## config.mk

```make
export PLATFORM = sky130hd
export DESIGN_NAME = regfile_write_arbiter
export DESIGN_NICKNAME = d
export VERILOG_FILES = /design/src/rtl/regfile_write_arbiter.sv
export SDC_FILE = /design/constraint.sdc
export NUM_CORES = 1
export LEC_CHECK = 0
export ABC_AREA = 1
export CAP_MARGIN = 5
export CORE_UTILIZATION = 41
export DETAILED_ROUTE_END_ITERATION = 10
export PLACE_DENSITY_LB_ADDON = 0.25
export SKIP_CTS_REPAIR_TIMING = 1
export SYNTH_ARGS = -nofsm -noshare
export SYNTH_HDL_FRONTEND = slang
export SYNTH_SLANG_ARGS = --single-unit
```

## constraint.sdc

```tcl
create_clock -name clk -period 3.3 [get_ports clk]
set_input_delay 0.33 -clock clk [delete_from_list [all_inputs] [get_ports clk]]
set_output_delay 0.33 -clock clk [all_outputs]
set_load 0.01 [all_outputs]
```

## src/rtl/regfile_write_arbiter.sv

```systemverilog
// regfile_write_arbiter
// Two-requester arbiter for the register file's single write port. Port 0
// has fixed priority. Port 1 takes over after MAX_WAIT consecutive lost
// contended cycles. Writes pass through one registered output stage. A
// pending-write scoreboard (busy_mask) is set by the issue logic and is
// cleared when the output stage commits a write.
module regfile_write_arbiter #(
  parameter int unsigned MAX_WAIT = 3
) (
  input  logic        clk,
  input  logic        reset,
  input  logic        req0_valid,
  input  logic [4:0]  req0_reg,
  input  logic [31:0] req0_data,
  output logic        req0_ready,
  input  logic        req1_valid,
  input  logic [4:0]  req1_reg,
  input  logic [31:0] req1_data,
  output logic        req1_ready,
  input  logic        alloc_valid,
  input  logic [4:0]  alloc_reg,
  output logic        regWrite,
  output logic [4:0]  writeReg,
  output logic [31:0] writeData,
  output logic [31:0] busy_mask
);

  localparam logic [3:0] MAX_WAIT_C = 4'(MAX_WAIT);

  logic [3:0]  wait_cnt_q, wait_cnt_d;
  logic        reg_write_q, reg_write_d;
  logic [4:0]  write_reg_q, write_reg_d;
  logic [31:0] write_data_q, write_data_d;
  logic [31:0] busy_q, busy_d;

  logic        grant0, grant1, xfer;
  logic [4:0]  sel_reg;
  logic [31:0] sel_data;

  // Grant decision: depends only on the valids, the starvation count and reset.
  always_comb begin
    grant0 = 1'b0;
    grant1 = 1'b0;
    if (!reset) begin
      grant1 = req1_valid && (!req0_valid || (wait_cnt_q == MAX_WAIT_C));
      grant0 = req0_valid && !grant1;
    end
  end

  assign req0_ready = grant0;
  assign req1_ready = grant1;
  assign xfer       = grant0 | grant1;
  assign sel_reg    = grant1 ? req1_reg  : req0_reg;
  assign sel_data   = grant1 ? req1_data : req0_data;

  // Next-state for starvation counter, output stage and scoreboard.
  always_comb begin
    wait_cnt_d   = wait_cnt_q;
    reg_write_d  = 1'b0;
    write_reg_d  = write_reg_q;
    write_data_d = write_data_q;
    busy_d       = busy_q;

    if (!req1_valid || grant1) begin
      wait_cnt_d = '0;
    end else if (req0_valid && grant0 && (wait_cnt_q != MAX_WAIT_C)) begin
      wait_cnt_d = wait_cnt_q + 4'd1;
    end

    // x0 transfers are accepted and loaded but never raise the write enable.
    if (xfer) begin
      reg_write_d  = (sel_reg != 5'd0);
      write_reg_d  = sel_reg;
      write_data_d = sel_data;
    end

    // Clear first so a same-edge allocation of the same register wins.
    if (reg_write_q) begin
      busy_d[write_reg_q] = 1'b0;
    end
    if (alloc_valid && (alloc_reg != 5'd0)) begin
      busy_d[alloc_reg] = 1'b1;
    end
    busy_d[0] = 1'b0;
  end

  // State registers with asynchronous clear; an in-flight write is dropped.
  always_ff @(posedge clk or posedge reset) begin
    if (reset) begin
      wait_cnt_q   <= '0;
      reg_write_q  <= 1'b0;
      write_reg_q  <= '0;
      write_data_q <= '0;
      busy_q       <= '0;
    end else begin
      wait_cnt_q   <= wait_cnt_d;
      reg_write_q  <= reg_write_d;
      write_reg_q  <= write_reg_d;
      write_data_q <= write_data_d;
      busy_q       <= busy_d;
    end
  end

  assign regWrite  = reg_write_q;
  assign writeReg  = write_reg_q;
  assign writeData = write_data_q;
  assign busy_mask = busy_q;

endmodule

```

==> flow_metrics.py <==
metrics = {
    "floorplan": {
        "die_h_um": 90.3,
        "start_util_pct": 43.2,
        "io_pins": 156,
        "dieWidth_um": 90.3,
        "rows": 31,
        "core_um2": 7410,
        "floorplan.die_area_um2": 8160,
    },
    "grt": {
        "global_route.overflow_total": 0,
        "pin_count_of_the_biggest_net_entering_global_routing": 77,
        "total_global_route_track_usage_pct": 22.5,
        "first_global_vias": 3071,
        "antenna_found_initial": 0,
        "global_route_wire_length_before_repair_mm": 14.5,
    },
    "cells_and_area": {
        "layout.nets": 585,
        "fillerInstances": 634,
        "postLayoutCoreUtil_pct": 67.3,
        "final_layout_size_suffix_gt1_share_pct": 4.96,
        "areaGrowthSynthToFinish_pct": 55.9,
        "antenna_cells": 0,
    },
    "cts": {
        "clock_latency_ns": 0.34,
        "numClockSinks": 73,
        "clockRootBuffer": "sky130_fd_sc_hd__clkbuf_8",
        "cts_tree": "built",
        "clockBufferDepth": 2,
        "cts.clk_slew.worst_paths_ns": 0.08,
        "clock_tree.htree_level_count": 3,
        "cts-buffers-inserted": 9,
    },
    "timing": {
        "clock.fmax_mhz": 412,
        "maxSlewViolCount": 0,
        "report.final.setup_viol": 0,
        "timing.clock.skew_ns": 0.0121,
        "fin_crit_ns": 2.43,
        "rsz0062_at_grt": "no",
        "timing.final.crit_share_pct": 73.6,
        "slew-limit-headroom_pct": 38.3,
        "report.final.hold_viol_count": 0,
        "tns_ns": 0,
        "worst-slew-pin-transition_ns": 0.926,
    },
    "placed_design": {
        "port_buffers": 154,
        "gp_congestion": 0.849,
        "place_hpwl_mm": 6.45,
    },
    "route": {
        "initialDrtViolationCount": 167,
        "vias": 3128,
        "final_wl_mm": 8.78,
        "ant_nets": 0,
        "detail_route.first_pass.iterations": 5,
        "drcViolationCount": 0,
        "viasPerCell": 5.19,
        "post_drt_wl_per_cell_um": 14.6,
    },
    "logic_synthesis": {
        "ys_dominant_reg_cell": "sky130_fd_sc_hd__dfrtp_1",
        "post_synth_instance_area_um2": 3200,
        "post-synth-top-area-fraction_pct": 57.1,
        "top_count_cell_post_synth": "sky130_fd_sc_hd__dfrtp_1",
        "ys_ff_latch": 73,
        "async_set_or_reset_register_ratio_after_synthesis_pct": 100,
        "synth.yosys.warnings": 0,
        "syn_area_per_cell_um2": 9.25,
        "synth_largest_area_cell": "sky130_fd_sc_hd__dfrtp_1",
        "biggest_area_contributors_in_the_synthesized_netlist": "sky130_fd_sc_hd__dfrtp_1, sky130_fd_sc_hd__o21ai_0, sky130_fd_sc_hd__inv_1",
        "synth_cell_types": 23,
        "synth.top_cells.by_count": "sky130_fd_sc_hd__dfrtp_1, sky130_fd_sc_hd__o21ai_0, sky130_fd_sc_hd__inv_1",
        "synth_nets": 431,
        "synth_enable_flop_cells": 0,
        "yosysSeqAreaShare_pct": 57.1,
        "post_synth_inst_count": 346,
    },
    "critical_path": {
        "critical_path_class": "reg2out",
        "critical_path.reg2reg.endpoint": "writeData[4]",
        "path_max_fanout": 34,
        "r2r_start": "wait_cnt_q[1]",
        "rrSetupSlack_ns": 1.20,
        "critical_path_required_ns": 2.97,
        "cp-end-kind": "output pin",
        "worstRegToRegCells": 8,
        "timing.critical_path.arrival_ns": 2.10,
        "start_kind": "flop",
    },
    "run": {
        "number_of_violations_of_the_max_capacitance_limit": 0,
    },
    "min_path": {
        "min-delay-path-class": "reg2reg",
        "hold_path_startpoint": "busy_mask[5]",
        "holdPathEnd": "busy_mask[5]",
        "min_path_cells": 2,
    },
    "power_and_ir_drop": {
        "cellPowerDensity_nw_per_um2": 596,
        "p_leak_uw": 0.00216,
        "vdd_drop_max_uv": 298,
        "power.total_uw": 2970,
    },
    "run_status": {
        "run_status": "completed",
    },
}
cells in the final DEF, fill, tap and decap left out:
cell type	synthesis	final
sky130_fd_sc_hd__clkbuf_8	0	11
sky130_fd_sc_hd__o22ai_1	32	32
sky130_fd_sc_hd__o21ai_1	5	5
sky130_fd_sc_hd__o21ai_0	62	62
sky130_fd_sc_hd__clkbuf_1	0	1
sky130_fd_sc_hd__conb_1	1	1
sky130_fd_sc_hd__nand2_4	2	2
sky130_fd_sc_hd__ha_1	1	1
sky130_fd_sc_hd__nand3_1	24	24
sky130_fd_sc_hd__nand4_1	3	3
sky130_fd_sc_hd__buf_4	4	2
sky130_fd_sc_hd__xor2_1	1	1
sky130_fd_sc_hd__nand2_1	22	22
sky130_fd_sc_hd__clkinv_2	0	3
sky130_fd_sc_hd__nor2_1	10	10
sky130_fd_sc_hd__xnor2_1	1	1
sky130_fd_sc_hd__nand3_4	1	1
sky130_fd_sc_hd__inv_2	1	1
sky130_fd_sc_hd__dfrtp_1	73	73
sky130_fd_sc_hd__inv_1	56	55
sky130_fd_sc_hd__a21oi_1	33	33
sky130_fd_sc_hd__bufinv_16	0	1
sky130_fd_sc_hd__clkdlybuf4s50_1	0	154
sky130_fd_sc_hd__a211oi_1	1	1
sky130_fd_sc_hd__nand2_2	2	2
sky130_fd_sc_hd__o21ai_2	2	2
kinds of logic (layout without fill, tap and decap cells):
logic type / count (synthesis) / after routing / share of synthesized area [%]
compound gates: 135 / 135 / 22.7
xor+xnor: 2 / 2 / 0.548
fa+ha+maj: 1 / 1 / 0.391
buf+inv: 70 / 228 / 9.42
flops: 73 / 73 / 57.1
other cells: 1 / 1 / 0.117
simple gates: 64 / 64 / 9.74
metal layers:
layer,global-route usage [%],part of all wire [%]
met1,27.2,40
met2,37.9,49
met3,6.40,8.7
met4,8.87,2.0
met5,0,0
through the flow:
step	cells	hold slack, ns	setup WS [ns]	instance area, um2
2_1_floorplan	346	0.462	0.523	3200
3_3_place_gp	588	0.489	0.953	4790
3_5_place_dp	588	0.500	0.887	4790
4_1_cts	603	0.517	0.860	4990
5_1_grt	603	0.538	0.745	4990
6_report	603	0.514	0.872	4990
flip-flops by register name (all words and copies together) (netlist names):
name        cells
wait_cnt_q      4
writeData      32
regWrite        1
writeReg        5
busy_mask      31
worst max-delay path by stage:
stage	from	endpoint	slack [ns]	depth (start not counted)
4_1_cts	wait_cnt_q[0]	req0_ready	0.86	7
2_1_floorplan	reset	req1_ready	0.52	4
3_5_place_dp	req1_valid	writeData[2]	0.89	6
6_report	wait_cnt_q[1]	req0_ready	0.87	7
5_1_grt	req0_valid	req0_ready	0.74	6
3_3_place_gp	req1_valid	writeReg[1]	0.95	6
critical path, cell delays in order (launching register included):
cell and delay [ns]:
sky130_fd_sc_hd__dfrtp_1 0.40, sky130_fd_sc_hd__ha_1 0.21, sky130_fd_sc_hd__nand2_2 0.10, sky130_fd_sc_hd__nand2_4 0.08, sky130_fd_sc_hd__nand2_2 0.09, sky130_fd_sc_hd__nand2_4 0.22, sky130_fd_sc_hd__inv_1 0.12, sky130_fd_sc_hd__clkdlybuf4s50_1 0.54
cell type report:
class                   instances  area, um2  share of cell area (%)
multi-input cells             203       1070                    21.5
well taps                      99        124                    2.48
clock buffers                  12        155                    3.11
inverters                      57        215                    4.31
clock inverters                 3       40.0                   0.803
repair buffers                156       1560                    31.2
flip-flops and latches         73       1830                    36.6
where the power goes:
| group | switching [uW] | internal (uW) | total, uW |
|---|---|---|---|
| Clock | 311 | 385 | 696 |
| Sequential | 143 | 1120 | 1270 |
| Combinational | 430 | 579 | 1010 |
Note: power is estimated with default switching activity, not from simulation.
